### src/rtl/note_hit_scorer.sv
// note_hit_scorer: judges button presses against a hit window on pos,
// keeping a saturating score and combo plus judgement strobes.
module note_hit_scorer #(
    parameter logic [6:0]  HIT_LO      = 7'd90,
    parameter logic [6:0]  HIT_HI      = 7'd97,
    parameter logic [6:0]  PERFECT_POS = 7'd94,
    parameter logic [15:0] PTS_GOOD    = 16'd10,
    parameter logic [15:0] PTS_PERFECT = 16'd25,
    parameter logic [7:0]  COMBO_TH    = 8'd10
) (
    input  logic        clk,
    input  logic        rst,
    input  logic        game_en,
    input  logic        clr_score,
    input  logic [6:0]  pos,
    input  logic        hit_btn,
    output logic [15:0] score,
    output logic [7:0]  combo,
    output logic [1:0]  judge,
    output logic        hit_pulse,
    output logic        miss_pulse
);

    typedef enum logic [1:0] {
        WAIT   = 2'd0,
        WINDOW = 2'd1,
        DONE   = 2'd2
    } state_t;

    state_t      state_q, state_d;
    logic        s1_q, s2_q, s3_q;
    logic [6:0]  pos_q;
    logic [15:0] score_q;
    logic [7:0]  combo_q;
    logic [1:0]  judge_q;
    logic        hit_pulse_q, miss_pulse_q;

    logic        rise, wrap, in_win, past, perfect;
    logic        do_hit, do_miss;
    logic [15:0] base_pts, pts, score_sat;
    logic [16:0] sum;
    logic [7:0]  combo_inc;
    state_t      reentry;

    assign rise    = s2_q & ~s3_q;
    assign wrap    = pos < pos_q;
    assign in_win  = (pos >= HIT_LO) && (pos <= HIT_HI);
    assign past    = pos > HIT_HI;
    assign perfect = pos == PERFECT_POS;
    assign reentry = in_win ? WINDOW : WAIT;

    assign base_pts  = perfect ? PTS_PERFECT : PTS_GOOD;
    assign pts       = (combo_q >= COMBO_TH) ? {base_pts[14:0], 1'b0} : base_pts;
    assign sum       = {1'b0, score_q} + {1'b0, pts};
    assign score_sat = sum[16] ? 16'hFFFF : sum[15:0];
    assign combo_inc = (&combo_q) ? combo_q : combo_q + 8'd1;

    // WAIT and WINDOW share one decision on pos range so an edge entering
    // the window is judged as in-window.
    always_comb begin
        state_d = state_q;
        do_hit  = 1'b0;
        do_miss = 1'b0;
        if (!game_en) begin
            state_d = WAIT;
        end else begin
            case (state_q)
                DONE: begin
                    if (wrap) state_d = reentry;
                end
                default: begin
                    if (wrap) begin
                        do_miss = 1'b1;
                        state_d = reentry;
                    end else if (past) begin
                        do_miss = 1'b1;
                        state_d = DONE;
                    end else if (in_win) begin
                        do_hit  = rise;
                        state_d = rise ? DONE : WINDOW;
                    end else begin
                        do_miss = rise;
                        state_d = WAIT;
                    end
                end
            endcase
        end
    end

    always_ff @(posedge clk or negedge rst) begin
        if (!rst) begin
            s1_q         <= 1'b0;
            s2_q         <= 1'b0;
            s3_q         <= 1'b0;
            pos_q        <= '0;
            state_q      <= WAIT;
            score_q      <= '0;
            combo_q      <= '0;
            judge_q      <= 2'd0;
            hit_pulse_q  <= 1'b0;
            miss_pulse_q <= 1'b0;
        end else begin
            s1_q         <= hit_btn;
            s2_q         <= s1_q;
            s3_q         <= s2_q;
            pos_q        <= pos;
            state_q      <= state_d;
            hit_pulse_q  <= 1'b0;
            miss_pulse_q <= 1'b0;
            if (clr_score) begin
                score_q <= '0;
                combo_q <= '0;
                judge_q <= 2'd0;
            end else if (do_hit) begin
                score_q     <= score_sat;
                combo_q     <= combo_inc;
                judge_q     <= perfect ? 2'd2 : 2'd1;
                hit_pulse_q <= 1'b1;
            end else if (do_miss) begin
                combo_q      <= '0;
                judge_q      <= 2'd3;
                miss_pulse_q <= 1'b1;
            end
        end
    end

    assign score      = score_q;
    assign combo      = combo_q;
    assign judge      = judge_q;
    assign hit_pulse  = hit_pulse_q;
    assign miss_pulse = miss_pulse_q;

endmodule

### config.mk
export PLATFORM = sky130hd
export DESIGN_NAME = note_hit_scorer
export DESIGN_NICKNAME = d
export VERILOG_FILES = /design/src/rtl/note_hit_scorer.sv
export SDC_FILE = /design/constraint.sdc
export NUM_CORES = 1
export LEC_CHECK = 0
export BUFFER_PORTS_ARGS = -buffer_cell sky130_fd_sc_hd__buf_4
export CORE_UTILIZATION = 40
export DETAILED_ROUTE_END_ITERATION = 12
export PLACE_DENSITY_LB_ADDON = 0.3
export RECOVER_POWER = 25
export SLEW_MARGIN = 20
export SYNTH_ARGS = -nofsm -noshare
export SYNTH_HDL_FRONTEND = slang
export SYNTH_SLANG_ARGS = --single-unit
### constraint.sdc
create_clock -name clk -period 3.61 [get_ports clk]
set_input_delay 0.5415 -clock clk [delete_from_list [all_inputs] [get_ports clk]]
set_output_delay 0.5415 -clock clk [all_outputs]
set_load 0.1 [all_outputs]
==> results.md, run 1 <==
Final layout:
- The growth of design area from synthesis to finish is 18.8%.
- Leaving out fill and tap cells, the most frequent cell in the layout is dfrtp_1.
- The final instance area is 2890 um2.
- The number of inserted filler cells in the final layout is 573.
- The final-stage net count is 340.
- In the layout the commonest cells are 39 x dfrtp_1, 37 x buf_4, 28 x o21ai_0, 26 x nand2_1.
- The fraction of final layout cells sized beyond drive strength 1 is 17.9%.
- The repair_antennas step left the layout with diodes totalling 0.

Setup path:
- The critical path capture point type is a flip-flop.
- The required time at the worst-slack endpoint is 3.79 ns.
- The worst setup path is launched from a flip-flop.
- The critical path is of the reg -> reg type.
- Data on the critical path arrives at its endpoint at 3.37 ns.
- The longest individual stage delay on the worst path is 0.41 ns.
- On the critical path, the stage with the largest delay is an instance of dfrtp_2.
- The critical path goes through inv_1 > ha_1 > o31ai_1 > nand2_1 > inv_1 > ha_1 > ha_1 > inv_1 > fa_1 > nand2b_1 > a21oi_2 > o21a_1 > o211ai_1 > a21o_1 > a22o_1.
- Of all nets on the critical path, the largest fanout is 6.

STA:
- Setup total negative slack on the finished layout was measured at 0 ns.
- The remaining max-slew budget at the tightest pin is -44.1%.
- Subtracting the final worst setup slack from the clock period gives 3.19 ns.
- Setup repair after global routing left no endpoint under its margin.
- Setup slack on the critical path of the routed design comes to 0.424 ns.
- The final hold violation count was 0.
- The final cycle utilization of the critical path is 88.3%.
- At the pin with the least slew margin, the transition time is 2.16 ns.
- Hold is met by 0.350 ns.
- The number of max-slew violations in the final report is 41.
- The worst clock skew is 0.00269 ns.
- The top achievable clock speed is 314 MHz.
- Setup violations remaining at the end of the flow were counted as 0.

Logic synthesis:
- The number of distinct library cell variants in the gate-level netlist after synthesis is 55.
- The number of instances in the synthesized netlist is 262.
- The sequential cell area fraction in the yosys report is 41.2%.
- Counting flops with an async set or reset pin after synthesis yields a share of 100%.
- The net count of the mapped netlist is 293.
- Among all flip-flop cells after synthesis, the most frequent one is dfrtp_1.
- The number of flops mapped to enable cells by yosys is 0.
- The top cell type by area accounts for 41.2% of the synthesized area.
- Synthesis inferred 40 register bits.
- In the post-synthesis netlist, the biggest area contributors are dfrtp_1 41%, ha_1 9.3%, o21ai_0 5.8%, nand2_1 4.0%, a21oi_1 3.5%.
- Summed over all instances, the cell type with the most area after synthesis is dfrtp_1.
- The cell area after synthesis is 2430 um2.
- After synthesis, the mean cell area works out to 9.28 um2.
- Yosys printed 0 warnings.

Placed design:
- The routability congestion estimate from global placement is 0.874.
- Summing all placed instances gives a cell area of 2840 um2.
- The worst-case setup slack after placement is 0.326 ns.
- The quantity of I/O buffers inserted on ports is 39.
- The HPWL after detailed placement is 4.15 mm.

Global routing:
- The overall global routing resource usage is 19.6%.
- The number of antenna violations at the first check in global routing came to 0.
- The leftover overflow at the end of global routing is 0.
- The number of global-route vias before repair was 2,058.
- The first-pass GRT wire length is 9.67 mm.
- The pin count of the biggest net entering global routing is 41.

Clock tree:
- The clock latency of the later-clocked register in the worst-skew pair is 0.29 ns.
- The H-tree generated during clock tree synthesis spans 2 levels.
- In this run the deepest clock path goes through 2 buffers.
- Clock tree synthesis selected as its root buffer the cell clkbuf_8.
- Clock-pin slew was measured on the worst setup and hold paths at 0.07 ns.
- TritonCTS built the clock tree.
- Hold repair after CTS inserted 0 buffers.
- The number of buffers created by CTS is 5.
- CTS saw 40 sinks.

Route:
- In the final routed layout, each cell accounts on average for 14.7 um.
- The total DRC errors in the routed layout is 0.
- The via total after detailed routing is 2,113.
- The via density per instance is 5.52.
- The number of detailed-route iterations in the first pass is 4.
- In this run, the number of DRC markers left after iteration 0 of detailed routing was 95.
- The total wirelength of the detailed-routed design is 5.63 mm.
- The count of nets left with antenna violations once routing finished came out at 0.

Power:
- The analysis attributes to net switching a power of 262 uW.
- The share of total power in combinational logic is 16.9%.
- The net switching share of the total power is 29.3%.
- The power per cell area is 310 nW/um2.
- The part of the total power dissipated in the clock network is 31.2%.
- The total leakage power is 0.00142 uW.
- Internal power comes to 634 uW.
- IR analysis of the VDD net gives a maximum drop of 0.200 mV.
- The sequential fraction of design power is 51.9%.

Run status:
- The final reports fail on max-capacitance violations, max-slew violations.
- The flow ran to the end, but the final reports show violations.

Hold path:
- The worst hold-check path type is reg -> reg.

Floorplanning:
- The floorplan step set the die height to 80.0 um.
- The floorplan core area is 5890 um2.
- The floorplan step defined a die boundary enclosing 6390 um2.
- The floorplan has 28 rows.
- Pin placement for this block handled 40 I/O pins.
- The floorplan step set the die width to 80.0 um.
- The initial cell density of the core is 41.3%.

Job:
- The number of maximum-capacitance constraint violations is 1.
-- per-stage QoR --
step                      utilization, %  power, uW  cells
after floorplan                        -        573    262
after global placement              48.2        627    377
after detailed placement            48.2        629    377
after CTS                           49.4        913    383
after global routing                49.1        940    383
final                               49.1        896    383
-- synth_stat cells, types with 2 or more instances --
master	instances
o211ai_1	3
nand4_1	4
a21oi_1	17
o21a_1	3
o41ai_1	2
dfrtp_1	40
and4_1	2
and3_1	2
a211o_1	2
inv_1	18
ha_1	18
nor2_1	13
o311a_1	2
a41oi_1	2
nand2_1	26
nor3_1	5
a21o_1	5
or3_1	3
o22ai_1	2
a31oi_1	2
nor4_1	6
nand3_1	9
o21ai_0	28
nand2b_1	6
and2_1	3
nor4b_1	2
nor2b_1	5
a22o_1	3
clkbuf_1	3
-- timing repair --
action | 4_1_cts | 5_1_grt
buffers inserted | 0 | 0
gates resized for setup | 0 | 1
setup endpoints to repair | 0 | 1
-- cell families (layout without fill, tap and decap cells) --
group           count (synthesis)  count (layout)  synth area share (%)
flops                          40              40                  41.2
buf+inv                        25              71                  4.37
mux                             2               2                 0.875
fa+ha+maj                      19              19                  10.1
compound gates                 81              81                  21.9
xor+xnor                        2               2                 0.721
simple gates                   93              93                  20.9
-- power by group through the flow --
stage | clock network [uW] | logic (uW) | registers [uW]
2_1_floorplan | 0 | 65.9 | 507
3_3_place_gp | 0 | 154 | 473
3_5_place_dp | 0 | 156 | 473
4_1_cts | 292 | 157 | 464
5_1_grt | 306 | 168 | 466
6_report | 279 | 152 | 465
-- area by class of cell --
type	instances	area [um2]	area share, %
tap	75	93.8	3.25
sequential	40	1000	34.7
timing repair buffer	46	315	10.9
multi-input combinational	197	1330	46.2
clock buffer	6	72.6	2.51
inverter	19	71.3	2.47
-- critical path, delay by kind of cell, from the launching register on --
family / cells / cell delay, ns
adders and majority gates: 4 / 0.90
DFF: 1 / 0.41
buffers and inverters: 3 / 0.25
and+or+nand+nor: 2 / 0.36
AOI/OAI and AO/OA: 6 / 1.14
-- sequential cells by signal, indices dropped and copies added, names as in the netlist, 2 cells and up --
register  cells
judge         2
pos_q         7
score        16
state_q       2
combo         8
-- path summary, 6_finish.rpt --
| path | from | to | slack (ns) | cells past startpoint |
|---|---|---|---|---|
| max | combo[0] | score[8] | 0.42 | 15 |
| min | s1_q | s2_q | 0.35 | 0 |
| max reg2reg | combo[0] | score[8] | 0.42 | 15 |
| min reg2reg | s1_q | s2_q | 0.35 | 0 |
| max in group asynchronous | rst | combo[0] | 1.34 | 1 |
| min in group asynchronous | rst | pos_q[6] | 0.88 | 1 |
-- layer usage --
metal	global-route usage (%)	share of wire, %	up-vias
li1	-	-	1055
met1	26.0	49	1007
met2	31.9	46	43
met3	2.74	3.4	8
met4	7.86	1.4	0
met5	0	0	-
No activity file was read; power rests on OpenSTA's default activity.
==> inputs of run 2 (changes only) <==
Settings changed: CAP_MARGIN set to 15.
Clock period 3.61 ns to 2.97 ns, I/O delays scaled along.
==> results.md, run 2 (synthesis gave the netlist of run 1 again) <==
Power:
- The net switching power is 343 uW.
- In this run the power density over the cells is 394 nW/um2.
- The analysis attributes to cell leakage a power of 0.00155 uW.
- The part of the total power dissipated in the clock network is 39.0%.
- Internal power comes to 927 uW.
- Per report_power, the combinational group accounts for 16.7% of the total.
- The net switching share of the total power is 27.0%.
- The maximum vdd drop is 0.251 mV.
- The sequential fraction of design power is 44.3%.
- Overall power consumption after layout is estimated at 1270 uW.

Setup path:
- The worst setup path is of the reg -> reg kind.
- For the worst setup path, the data required time is 3.17 ns.
- The register-to-register setup slack is 0.03 ns.
- For the worst flop-to-flop path, the logic depth is 15.
- The largest individual stage delay along the critical path comes from the cell dfrtp_4.
- The start of the worst register-to-register path is combo[1].
- At the worst endpoint, the arrival time is 3.14 ns.
- The critical path goes through buf_6 > o31ai_4 > nand2_2 > inv_2 > ha_4 > ha_4 > inv_2 > fa_2 > nand2b_4 > a21oi_4 > o211ai_1 > buf_4 > inv_2 > a31oi_1 > nor3_1.
- The reg-to-reg endpoint is score[14].
- In this design, the stage delay of the slowest critical-path cell is 0.50 ns.
- The maximum net fanout on the critical path is 5.
- The critical path capture point type is a flip-flop.
- The launching element type of the critical path is a flip-flop.
- The cell that appears most often on the critical path is inv_2.

Global routing:
- The first global-routing pass estimated 10.1 mm of wire.
- The number of antenna violations at the first check in global routing came to 0.
- The leftover overflow at the end of global routing is 0.
- Global routing used 20.2% of the available tracks across all layers.
- The number of global-route vias before repair is 2,261.
- The pin count of the biggest net entering global routing is 41.

Hold path:
- The worst hold path terminates at s1_q.
- The startpoint identified for the worst hold timing path is hit_btn.
- Along the worst hold path, the cell count comes to 1.
- The worst hold path belongs to the class in -> reg.

STA:
- After layout, the minimum clock period comes to 2.94 ns.
- Setup repair after global routing could not meet its margin everywhere.
- The final cycle utilization of the critical path is 98.9%.
- The number of max-slew violations in the final report came to 41.
- The final hold violation count is 0.
- The remaining max-slew budget at the tightest pin is -47.8%.
- Timing would allow up to 340 MHz.
- The worst clock skew is 0.00963 ns.
- The setup total negative slack is 0 ns.
- Setup violations remaining at the end of the flow were counted as 0.
- For the pin with the worst max-slew slack, the measured transition is 2.22 ns.

Route:
- After the first detailed-routing iteration, the DRC count stood at 121.
- The via total after detailed routing is 2,306.
- Once detail routing completed, the nets flagged for antenna violations numbered 0.
- The detailed-routed wire length on met3 is 229 um.
- The met1 wire length is 2.73 mm.
- The detailed route wirelength on metal2 is 3.07 mm.
- Dividing the detail-routed wire length by the instance count gives 15.0 um.
- For this run, design rule violations remaining after detail routing come to 0.
- The first TritonRoute pass finished after 4 iterations.
- The via density per instance is 5.67.
- After detailed routing, the total wire length is 6.09 mm.
- The detailed router used layers up to and including met4.

Final layout:
- The register with the most flip-flops in the layout has 16 of them.
- The final layout contains 362 nets.
- The finished cells cover 3230 um2.
- Fill cells in the final layout number 551.
- For this run, the share of the core covered by cells in the final layout is 54.8%.
- The growth of design area from synthesis to finish is 32.7%.
- Leaving out fill and tap cells, the most frequent cell in the layout is buf_4.
- Of the cells placed in the final design, the portion with a size suffix greater than 1 is 31.6%.
- Leaving out fill and tap cells, the most frequent cells in the layout are 59 x buf_4, 32 x dfrtp_1, 25 x nand2_1, 25 x o21ai_0, 16 x a21oi_1.
- The repair_antennas step left the layout with diodes totalling 0.

Job:
- Across the run, the number of max-cap violations was 1.

Clock tree:
- The total number of H-tree levels is 2.
- Clock latency on the worst-skew pair, taken at its later pin, is 0.29 ns.
- Buffers inserted during clock tree synthesis total 5.
- The quantity of hold-fixing buffers added after cts is 0.
- The number of buffers between clock root and the deepest sink is 2.
- The clock-pin transition on the worst setup and hold timing paths is 0.09 ns.
- The number of clock sinks seen by CTS is 40.
- TritonCTS built the clock tree.
- The cell sitting at the root of the clock tree is a clkbuf_8.

Placed design:
- The routability congestion estimate from global placement is 0.842.
- The quantity of I/O buffers inserted on ports is 39.
- The post-detailed-placement cell area is 2960 um2.
- The HPWL after detailed placement is 4.27 mm.

Floorplanning:
- The initial cell density of the core is 41.3%.
- The die covers 6390 um2.
- The floorplan die height is 80.0 um.
- The floorplan die width is 80.0 um.
- The number of standard-cell rows in the floorplan is 28.
- Pin placement for this block handled 40 I/O pins.
- The core region is 5890 um2.

Run status:
- The checks that failed: max-capacitance violations, max-slew violations.
- The run finished, with violations left.
==> run 2: cell types whose count changed in the layout (fill, tap and decap cells not counted), sizes merged <==
cell    before  now
bufinv       0    1
clkbuf      15   14
buf         37   61
==> run 2: what timing repair did <==
action,in CTS,in global routing
pin swaps,8,9
gates cloned,0,0
setup endpoints to repair,16,16
gates resized for setup,12,9
setup buffers,8,2
==> run 2: final cells by class <==
class	instances	area (um2)	area share [%]
Multi-Input combinational cell	197	1420	44.1
Clock inverter	1	30.0	0.931
Sequential cell	40	1020	31.5
Tap cell	75	93.8	2.91
Inverter	19	71.3	2.21
Clock buffer	7	96.3	2.99
Timing Repair Buffer	68	495	15.4
==> run 2: worst max-delay path by stage <==
stage / from / to / slack (ns) / depth (start not counted)
global placement: combo[1] / score[14] / -0.1 / 15
CTS: combo[1] / score[14] / 0.007 / 15
finish: combo[1] / score[14] / 0.03 / 15
detailed placement: combo[1] / score[10] / -0.12 / 15
floorplan: combo[0] / score[8] / -0.06 / 15
global route: combo[1] / score[14] / -0.10 / 15
==> run 2: worst max-delay path: cells and delay by family (launching register included) <==
kind / cells / cell delay (ns)
compound gates: 4 / 0.71
fa+ha+maj: 3 / 0.60
buf+inv: 5 / 0.55
flops: 1 / 0.50
simple gates: 3 / 0.48
==> run 2: per-layer routing <==
layer  global-route usage, %  vias up
met1                    24.8     1147
met4                    5.54        0
met5                       0        -
met2                    36.9       59
li1                        -     1093
met3                    2.40        7
==> run 2: per-stage QoR <==
stage                     worst slack, ns  hold slack, ns  instances
final                              0.0315           0.276        407
after global routing               -0.102           0.268        407
after CTS                         0.00708           0.150        405
after detailed placement           -0.117           0.337        389
after global placement            -0.0953           0.338        389
after floorplan                   -0.0588           0.150        262
==> run 2: power groups by stage <==
stage / Clock [uW] / Sequential, uW / Combinational (uW)
detailed placement: 0 / 574 / 201
floorplan: 0 / 617 / 83.3
CTS: 500 / 563 / 210
global route: 522 / 565 / 233
global placement: 0 / 573 / 198
finish: 495 / 563 / 212
==> inputs of run 3 (changes only) <==
Settings changed: MAX_ROUTING_LAYER set to met4, SLEW_MARGIN 20 to not set.
==> results.md, run 3 (synthesis gave the netlist of run 1 again) <==
Floorplanning:
- The total area inside the core boundary comes to 5890 um2.
- Pin placement for this block handled 40 I/O pins.
- The number of standard-cell rows in the floorplan is 28.
- For this configuration, the core starts out at a cell density of 41.3%.
- In this run the vertical extent of the chip is 80.0 um.
- Measured along the x axis, the die boundary spans 80.0 um.
- The floorplan step defined a die boundary enclosing 6390 um2.

Power:
- The total leakage power is 0.00155 uW.
- The worst-case IR drop observed on VDD is 0.247 mV.
- The completed layout was analyzed and its total power is 1260 uW.
- Power spread over the standard cell area amounts to 392 nW/um2.

Run status:
- The flow ran to the end, but the final reports show violations.
- The final reports fail on max-capacitance violations, max-slew violations.

STA:
- The setup total negative slack is 0 ns.
- The number of max-slew violations in the final report came to 41.
- The worst path setup slack after routing is 0.0326 ns.
- The transition time of the tightest slew-check pin is 2.23 ns.
- The shortest clock period the worst path allows after layout is 2.94 ns.
- Setup violations remaining at the end of the flow were counted as 0.
- The top achievable clock speed is 340 MHz.
- The final hold violation count was 0.
- Headroom to the max-slew limit came out at -48.7%.
- Setup repair after global routing could not meet its margin everywhere.
- Clock skew on the completed layout was measured at 0.00555 ns.
- The final cycle utilization of the critical path is 98.9%.
- Across all hold checks on the routed design, the worst slack comes to 0.281 ns.

Route:
- The post-route antenna net violation count is 0.
- The average wire per standard cell is 14.9 um.
- The via density per instance is 5.65.
- The total DRC errors in the routed layout is 0.
- The number of detailed-route iterations in the first pass is 4.
- The final layout contains routed wiring with a total length of 6.06 mm.
- The DRC marker count from the first detailed-route iteration is 122.
- Detailed routing inserted a total of 2,298 vias.

Final layout:
- The final antenna diode count is 0.
- From synthesis to final layout, the design area changed by 32.7%.
- The register area is 1020 um2.
- The fraction of final layout cells sized beyond drive strength 1 is 31.6%.
- The final instance count without filler cells is 407.
- The layout has 551 filler cells.
- The flip-flop count of the largest register, all copies and words added is 16.
- Leaving out fill and tap cells, the most frequent cells in the layout are 59 x buf_4, 32 x dfrtp_1, 25 x nand2_1, 25 x o21ai_0, 16 x a21oi_1.
- The most common cell after layout, fill and taps aside is buf_4.
- After the last flow step, the layout net total stands at 362.
- The area of the multi-input gates is 1420 um2.

Clock tree:
- The total number of H-tree levels is 2.
- The quantity of hold-fixing buffers added after cts is 0.
- Clock latency on the worst-skew pair, taken at its later pin, is 0.29 ns.
- TritonCTS built the clock tree.
- Clock-pin slew was measured on the worst setup and hold paths at 0.08 ns.
- In this run the clock root is driven by a clkbuf_8.
- Counting along the longest clock path gives a buffer depth of 2.
- The clock drives 40 sinks.
- TritonCTS created 5 clock buffers.

Setup path:
- The dominant delay contributor by cell family on the critical path is compound AO/OA/AOI/OAI gates.
- Of all nets on the critical path, the largest fanout is 5.
- The endpoint arrival time on the critical path is 3.17 ns.
- The beginning of the critical path is combo[1].
- The launching element type of the critical path is a flip-flop.
- For the worst flop-to-flop path, the logic depth is 15.
- In this run the critical register-to-register path is captured at score[12].
- The instance count on the critical path is 15.
- The master of the slowest instance on the critical path is dfrtp_4.
- The number of buffers and inverters on the critical path is 4.
- The critical path capture point is score[12].
- The critical path capture point type is a flip-flop.
- Data on the critical path is required at its endpoint by 3.20 ns.
- In this design, the stage delay of the slowest critical-path cell is 0.50 ns.
- By startpoint and endpoint, the worst setup path is classified as reg -> reg.
- Traced cell by cell, the critical path runs through buf_6 > o31ai_4 > nand2_2 > inv_2 > ha_4 > ha_4 > inv_2 > fa_2 > nand2b_4 > a21oi_4 > o211ai_1 > buf_4 > o21ai_0 > nand2_1 > nand2_1.
- The worst register-to-register path begins at combo[1].
- The worst register-to-register path has a setup slack of 0.03 ns.

Placed design:
- The HPWL after detailed placement is 4.27 mm.
- The quantity of I/O buffers inserted on ports is 39.
- Including well taps, the total number of placed cells is 389.
- The worst-case setup slack after placement is -0.117 ns.
- The congestion estimate from routability-driven global placement came to 0.855.

Job:
- The number of maximum-capacitance constraint violations is 1.

Global routing:
- The number of antenna violations at the first check in global routing is 0.
- In the global route stage, overall resource usage came out at 20.8%.
- Entering global routing, the biggest net connects 41 pins.
- The leftover overflow at the end of global routing is 0.
- The number of global-route vias before repair is 2,259.
- The first global-routing pass estimated 10.2 mm of wire.

Hold path:
- The worst hold-check path type is in -> reg.
[run 3: how the worst min path moves through the flow]
stage,cells past startpoint,slack [ns],end,startpoint
after floorplan,0,0.15,combo[2],rst
after CTS,1,0.15,s2_q,rst
final,1,0.28,s1_q,hit_btn
after global placement,0,0.34,s2_q,s1_q
after detailed placement,0,0.34,s2_q,s1_q
after global routing,1,0.27,s1_q,hit_btn
[run 3: through the flow]
step           utilization [%]  area (um2)
3_5_place_dp              50.4        2960
3_3_place_gp              50.4        2960
4_1_cts                   54.4        3200
6_report                  54.8        3230
2_1_floorplan                -        2470
5_1_grt                   54.8        3230
[run 3: final cells by class]
type | instances | share of cell area, %
clock buffers | 7 | 2.99
clock inverters | 1 | 0.931
inverters | 19 | 2.21
multi-input cells | 197 | 44.1
flip-flops and latches | 40 | 31.5
well taps | 75 | 2.91
repair buffers | 68 | 15.4
[run 3: report_power, final]
part / switching (uW) / internal (uW)
logic: 139 / 72.6
clock network: 193 / 297
registers: 5.18 / 558
total: 337 / 927
[run 3: layer usage]
| layer | routed length (um) | GRT usage [%] | up-vias |
|---|---|---|---|
| met4 | 64 | 5.54 | 0 |
| met1 | 2710 | 24.9 | 1144 |
| met3 | 230 | 2.40 | 7 |
| met2 | 3050 | 36.9 | 55 |
| met5 | 0 | - | - |
| li1 | - | - | 1092 |
[run 3: repair_timing]
item                                    CTS  global route
resized for setup                        12             9
buffers inserted                          8             2
endpoints found under the setup margin   16            16
pin swaps                                 8             9
